<file path="config.mk">
export PLATFORM = sky130hd
export DESIGN_NAME = imem_access_arbiter_flat
export DESIGN_NICKNAME = d
export VERILOG_FILES = /design/src/rtl/imem_access_if.sv /design/src/rtl/imem_access_arbiter.sv /design/src/flat_wrapper.sv
export SDC_FILE = /design/constraint.sdc
export NUM_CORES = 1
export LEC_CHECK = 0
export CAP_MARGIN = 10
export CORE_AREA = 2 2 83 85
export CTS_CLUSTER_SIZE = 25
export DETAILED_ROUTE_END_ITERATION = 8
export DIE_AREA = 0 0 85 87
export PLACE_DENSITY = 0.94
export SETUP_SLACK_MARGIN = 0.3
export SYNTH_ARGS = -nofsm -noshare
export SYNTH_HDL_FRONTEND = slang
export SYNTH_SLANG_ARGS = --single-unit
</file>
<file path="constraint.sdc">
create_clock -name clk -period 4.85 [get_ports clk]
set_input_delay 1.2125 -clock clk [delete_from_list [all_inputs] [get_ports clk]]
set_output_delay 1.2125 -clock clk [all_outputs]
set_load 0.005 [all_outputs]
</file>
<file path="src/rtl/imem_access_if.sv">
// Request/response bundle between the fetch/loader clients and the
// instruction-memory arbiter. Clients use the master modport and the
// arbiter uses the slave modport.
interface imem_access_if #(
  parameter int ADDR_WIDTH = 32
);
  logic                  fetch_req;
  logic [ADDR_WIDTH-1:0] fetch_addr;
  logic                  fetch_gnt;
  logic                  fetch_valid;
  logic [31:0]           fetch_data;
  logic                  fetch_err;

  logic                  load_req;
  logic [ADDR_WIDTH-1:0] load_addr;
  logic [31:0]           load_wdata;
  logic                  load_gnt;
  logic                  load_err;

  modport master (
    output fetch_req, fetch_addr, load_req, load_addr, load_wdata,
    input  fetch_gnt, fetch_valid, fetch_data, fetch_err, load_gnt, load_err
  );

  modport slave (
    input  fetch_req, fetch_addr, load_req, load_addr, load_wdata,
    output fetch_gnt, fetch_valid, fetch_data, fetch_err, load_gnt, load_err
  );
endinterface

</file>
<file path="src/rtl/imem_access_arbiter.sv">
// Arbitrates the single-port synchronous-read instruction memory between the
// core fetch path and the boot loader. BOOT serves only the loader; RUN gives
// fetch priority, bounded by a burst counter so a pending load cannot starve.
// Bad addresses never reach the memory: fetches return an error NOP, loads
// raise a one-cycle error pulse.
module imem_access_arbiter #(
  parameter int ADDR_WIDTH    = 32,
  parameter int WORDS         = 32,
  parameter int MAX_FETCH_RUN = 4,
  // Derived from WORDS; not meant to be overridden.
  parameter int IDX_W         = $clog2(WORDS)
) (
  input  logic              clk,
  input  logic              reset,
  input  logic              boot_done,
  imem_access_if.slave      bus,
  output logic              in_run,
  output logic              mem_en,
  output logic              mem_we,
  output logic [IDX_W-1:0]  mem_idx,
  output logic [31:0]       mem_wdata,
  input  logic [31:0]       mem_rdata
);

  localparam int CNT_W = $clog2(MAX_FETCH_RUN + 1);
  localparam logic [ADDR_WIDTH-1:0] WORDS_LIM = ADDR_WIDTH'(WORDS);
  localparam logic [CNT_W-1:0]      RUN_LIM   = CNT_W'(MAX_FETCH_RUN);

  typedef enum logic {
    BOOT = 1'b0,
    RUN  = 1'b1
  } state_t;

  state_t           state, state_next;
  logic [CNT_W-1:0] run_cnt;
  logic             fetch_gnt, load_gnt;
  logic             fetch_bad, load_bad;
  logic             rd_pend, rd_err;
  logic             load_err_q;
  logic [31:0]      data_hold;
  logic [31:0]      fetch_data;

  // Misaligned or beyond the last word.
  assign fetch_bad = (bus.fetch_addr[1:0] != 2'b00) || ((bus.fetch_addr >> 2) >= WORDS_LIM);
  assign load_bad  = (bus.load_addr[1:0]  != 2'b00) || ((bus.load_addr  >> 2) >= WORDS_LIM);

  // State register: BOOT after reset, RUN once boot_done is seen.
  always_ff @(posedge clk) begin
    // NOTE: clocked state uses non-blocking assignments so every register
    // samples pre-edge values regardless of process evaluation order.
    if (reset) state <= BOOT;
    else       state <= state_next;
  end

  // Next-state logic: RUN is sticky until reset; boot_done in RUN is ignored.
  always_comb begin
    // NOTE: default assignment first so no path through the block leaves the
    // signal unassigned, which would otherwise infer a latch.
    state_next = state;
    if (state == BOOT && boot_done) state_next = RUN;
  end

  // Output logic: one grant per cycle plus the memory strobe for good addresses.
  always_comb begin
    fetch_gnt = 1'b0;
    load_gnt  = 1'b0;
    unique case (state)
      BOOT: load_gnt = bus.load_req;
      RUN: begin
        if (bus.fetch_req && bus.load_req) begin
          if (run_cnt == RUN_LIM) load_gnt  = 1'b1;
          else                    fetch_gnt = 1'b1;
        end else begin
          fetch_gnt = bus.fetch_req;
          load_gnt  = bus.load_req;
        end
      end
      default: ;
    endcase

    mem_en    = (fetch_gnt && !fetch_bad) || (load_gnt && !load_bad);
    mem_we    = load_gnt && !load_bad;
    mem_idx   = '0;
    mem_wdata = '0;
    if (load_gnt && !load_bad) begin
      mem_idx   = bus.load_addr[IDX_W+1:2];
      mem_wdata = bus.load_wdata;
    end else if (fetch_gnt && !fetch_bad) begin
      mem_idx   = bus.fetch_addr[IDX_W+1:2];
    end
  end

  // Burst counter: counts fetch wins while the loader waits, cleared when the
  // loader is served or stops asking.
  always_ff @(posedge clk) begin
    if (reset || state != RUN)       run_cnt <= '0;
    else if (load_gnt || !bus.load_req) run_cnt <= '0;
    else if (fetch_gnt)              run_cnt <= run_cnt + 1'b1;
  end

  // Return path: remembers last cycle's fetch grant, its error status, and a
  // bad-load grant for the registered error pulse.
  always_ff @(posedge clk) begin
    if (reset) begin
      rd_pend    <= 1'b0;
      rd_err     <= 1'b0;
      load_err_q <= 1'b0;
    end else begin
      rd_pend    <= fetch_gnt;
      rd_err     <= fetch_gnt && fetch_bad;
      load_err_q <= load_gnt && load_bad;
    end
  end

  // Holding register so fetch_data keeps the last returned word between returns.
  always_ff @(posedge clk) begin
    if (reset)        data_hold <= '0;
    else if (rd_pend) data_hold <= fetch_data;
  end

  // Memory data is only valid the cycle after the read, so it is steered
  // straight through; errored fetches return a zero NOP.
  assign fetch_data = rd_pend ? (rd_err ? 32'h0 : mem_rdata) : data_hold;

  assign bus.fetch_gnt   = fetch_gnt;
  assign bus.load_gnt    = load_gnt;
  assign bus.fetch_valid = rd_pend;
  assign bus.fetch_err   = rd_pend && rd_err;
  assign bus.fetch_data  = fetch_data;
  assign bus.load_err    = load_err_q;
  assign in_run          = (state == RUN);

endmodule

</file>
<file path="src/flat_wrapper.sv">
// flat-port wrapper written by rule: the top's interface ports become plain ports
module imem_access_arbiter_flat 
#(
  parameter int ADDR_WIDTH    = 32,
  parameter int WORDS         = 32,
  parameter int MAX_FETCH_RUN = 4,
                                                    
  parameter int IDX_W         = $clog2(WORDS)
)
  (clk, reset, boot_done, in_run, mem_en, mem_we, mem_idx, mem_wdata, mem_rdata, bus_fetch_req, bus_fetch_addr, bus_load_req, bus_load_addr, bus_load_wdata, bus_fetch_gnt, bus_fetch_valid, bus_fetch_data, bus_fetch_err, bus_load_gnt, bus_load_err);
  imem_access_if #(.ADDR_WIDTH(ADDR_WIDTH)) bus_i ();
  input  logic clk;
  input  logic reset;
  input  logic boot_done;
  output logic in_run;
  output logic mem_en;
  output logic mem_we;
  output logic [IDX_W-1:0] mem_idx;
  output logic [31:0] mem_wdata;
  input  logic [31:0] mem_rdata;
  input wire logic [$bits(bus_i.fetch_req)-1:0] bus_fetch_req;
  input wire logic [$bits(bus_i.fetch_addr)-1:0] bus_fetch_addr;
  input wire logic [$bits(bus_i.load_req)-1:0] bus_load_req;
  input wire logic [$bits(bus_i.load_addr)-1:0] bus_load_addr;
  input wire logic [$bits(bus_i.load_wdata)-1:0] bus_load_wdata;
  output wire logic [$bits(bus_i.fetch_gnt)-1:0] bus_fetch_gnt;
  output wire logic [$bits(bus_i.fetch_valid)-1:0] bus_fetch_valid;
  output wire logic [$bits(bus_i.fetch_data)-1:0] bus_fetch_data;
  output wire logic [$bits(bus_i.fetch_err)-1:0] bus_fetch_err;
  output wire logic [$bits(bus_i.load_gnt)-1:0] bus_load_gnt;
  output wire logic [$bits(bus_i.load_err)-1:0] bus_load_err;
  assign bus_i.fetch_req = bus_fetch_req;
  assign bus_i.fetch_addr = bus_fetch_addr;
  assign bus_i.load_req = bus_load_req;
  assign bus_i.load_addr = bus_load_addr;
  assign bus_i.load_wdata = bus_load_wdata;
  assign bus_fetch_gnt = bus_i.fetch_gnt;
  assign bus_fetch_valid = bus_i.fetch_valid;
  assign bus_fetch_data = bus_i.fetch_data;
  assign bus_fetch_err = bus_i.fetch_err;
  assign bus_load_gnt = bus_i.load_gnt;
  assign bus_load_err = bus_i.load_err;
  imem_access_arbiter #(.ADDR_WIDTH(ADDR_WIDTH), .WORDS(WORDS), .MAX_FETCH_RUN(MAX_FETCH_RUN), .IDX_W(IDX_W)) u_core (.clk(clk), .reset(reset), .boot_done(boot_done), .bus(bus_i), .in_run(in_run), .mem_en(mem_en), .mem_we(mem_we), .mem_idx(mem_idx), .mem_wdata(mem_wdata), .mem_rdata(mem_rdata));
endmodule
</file>
==> impl_metrics.toml <==
[run_status]
status = "complete, no violations"

[clocking]
cts_buffers = 5
cts_max_level = 2
cts_root_buffer = "clkbuf_8"
tritoncts = "done"
holdBufCountCts = 0
worstSkewPairLatency_ns = 0.28
cts.sinks = 39
clock_path_buffers = 2
clk_pin_slew_ns = 0.07

[timing]
max_freq_mhz = 219.2
skew_ns = 0.003034
max_slew_margin_pct = 72.09
tightest_slew_ns = 0.4187
setup_tns_ns = 0
fin_crit_sh_pct = 94.08
slew_viol_final = 0
rsz0062_at_grt = "true"
setup_viol = 0
fin_crit_ns = 4.563
hold_viol = 0

[power]
p_leak_uw = 0.001837
peakVddDrop_mv = 0.1458
power_density_nw_per_um2 = 163.2

[floorplan]
die_h_um = 87
num_rows = 30
io_pins = 210
dieArea_um2 = 7395
die_x_um = 85
start_util_pct = 30.06
fp.coreArea_um2 = 6569

[route]
routed_wl_um = 8243
drc = 0
dr.pass1.iters = 4
ant_nets = 0
vias = 2571
via_per_inst = 4.550
wire_per_inst_um = 14.59
drt_iter0_markers = 67

[placed_design]
place_congestion = 0.8951
portBuffers = 209
hpwl_um = 6339
placed_cells = 544

[logic_synthesis]
ys_ff_latch = 39
synthesis.area_um2 = 1974
ys_seq_area_share_pct = 39.54
synth_cell_types = 26
synthArstFlopShare_pct = 0
ys.flop_type = "dfxtp_1"
syn_nets = 399
yosysWarnings = 0
synth_edf_count = 0
synthCells = 264
avgSynthCellArea_um2 = 7.479

[worst_setup_path]
required_ns = 3.64
path_class = "in -> out"
critPathMaxFanout = 10
crit_path_end_kind = "output pin"
start_kind = "input pin"
arrival_ns = 3.35
r2r_slack_ns = 3.18

[global_route]
grtUsageTotal_pct = 21.28
antenna_found_initial = 0
grt_pass1_wl_um = 12540
grt_max_degree = 38
globalRoute.totalOverflow = 0
grt_pass1_vias = 2607

[finish]
final_cell_count_no_fill = 565
drive_gt1_share_pct = 6.186
nNetsFinal = 619
antennaDiodeCount = 0
area_growth_pct = 122.4

[run]
maxCapViolCount = 0

[worst_hold_path]
min_path_type = "reg -> reg"
[layout by cell type, fill, tap and decap left out, types with 2 or more instances in the layout]
master / netlist / layout
nor4_1: 12 / 10
o21ai_0: 31 / 31
clkbuf_8: 0 / 5
and2_1: 33 / 33
nor2_1: 7 / 7
dlygate4sd2_1: 0 / 30
dfxtp_1: 39 / 39
nor3_1: 3 / 3
inv_1: 36 / 36
buf_6: 0 / 3
a32o_1: 5 / 5
nand3_1: 3 / 3
nand4_1: 2 / 2
nor2b_1: 34 / 33
nor4_2: 1 / 2
clkdlybuf4s15_1: 0 / 5
clkdlybuf4s50_1: 0 / 169
buf_4: 2 / 10
dlymetal6s2s_1: 0 / 4
ha_1: 2 / 2
nand2_1: 34 / 34
[worst max-delay path, stage by stage]
cell             delay (ns)
clkdlybuf4s50_1        0.47
nor4_2                 0.32
nand4_1                0.24
nor4_4                 0.20
buf_6                  0.15
buf_12                 0.11
and2_1                 0.13
clkdlybuf4s50_1        0.50
[repair_timing]
action                     CTS  global route
gates cloned                 3             1
hold endpoints to repair     0             0
setup endpoints to repair   39            16
buffers inserted             5             3
resized for setup           39            12
pin swaps                    2             1
[per-layer routing]
| metal | part of all wire [%] | GRT usage, % | vias to the layer above | wire, um |
|---|---|---|---|---|
| li1 | - | - | 1286 | - |
| met1 | 38 | 23.84 | 1154 | 3164 |
| met2 | 53 | 39.56 | 119 | 4335 |
| met3 | 7.3 | 5.972 | 12 | 602 |
| met4 | 1.7 | 5.483 | 0 | 140 |
| met5 | 0 | 0 | - | 0 |
[layout make-up]
cell class              count  area [um^2]
repair buffers            226         2261
fillers                   514         2178
multi-input cells         176         1028
flip-flops and latches     39        780.7
inverters                  36        135.1
well taps                  80        100.1
clock buffers               6        72.57
clock inverters             2        12.51
[path summary, 6_finish.rpt]
check / from / endpoint / cells after the start
min: u_core.run_cnt[0]$_SDFFE_PP0P_ / u_core.run_cnt[0]$_SDFFE_PP0P_ / 1
max: bus_load_addr[10] / mem_wdata[11] / 8
min reg2reg: u_core.run_cnt[0]$_SDFFE_PP0P_ / u_core.run_cnt[0]$_SDFFE_PP0P_ / 1
max reg2reg: u_core.bus.fetch_valid$_SDFF_PP0_ / u_core.data_hold[25]$_SDFFE_PP0P_ / 6
[where the power goes]
| group | switching (uW) | internal [uW] | total, uW |
|---|---|---|---|
| Sequential | 3.39 | 329 | 332 |
| Clock | 105 | 100 | 205 |
| Combinational | 49.5 | 129 | 179 |
[flip-flops by register name, summed over array words and instances (netlist names)]
| signal | count |
|---|---|
| u_core.in_run | 1 |
| u_core.rd_err | 1 |
| u_core.bus.fetch_valid | 1 |
| u_core.data_hold | 32 |
| u_core.bus.load_err | 1 |
| u_core.run_cnt | 3 |
[synth_stat cells (2+ instances only)]
master	number	area (um^2)
nor2_1	7	26.28
a32o_1	5	50.05
nand4_1	2	12.51
nand3_1	3	15.01
nor3_1	3	15.01
buf_4	2	15.01
nand2_1	34	127.6
dfxtp_1	39	780.8
ha_1	2	25.02
nor2b_1	34	212.7
clkbuf_1	10	37.54
o21ai_0	31	155.2
and2_1	33	206.5
nor4_1	12	75.07
inv_1	36	135.1
[stage by stage]
stage / power, uW / instance area [um^2] / hold slack (ns) / setup slack (ns) / util (%)
6_report: 716.5 / 4390 / 0.4423 / 0.2872 / 66.84
5_1_grt: 753.1 / 4390 / 0.4818 / 0.2135 / 66.84
4_1_cts: 723.6 / 4312 / 0.4461 / 0.2093 / 65.64
3_5_place_dp: 515.9 / 4163 / 0.4317 / 0.06757 / 63.37
3_3_place_gp: 512.2 / 4163 / 0.4268 / 0.08610 / 63.37
2_1_floorplan: 370.4 / 1974 / 0.4173 / 1.247 / -
[cell families after synthesis]
kind of cell    count (synthesis)  share of synthesized area [%]
fa+ha+maj                       2                          1.267
buf+inv                        49                          9.759
compound gates                 39                          11.34
xor+xnor                        1                         0.4437
flops                          39                          39.54
simple gates                  134                          37.64
Power figures use the tool's default switching activity.
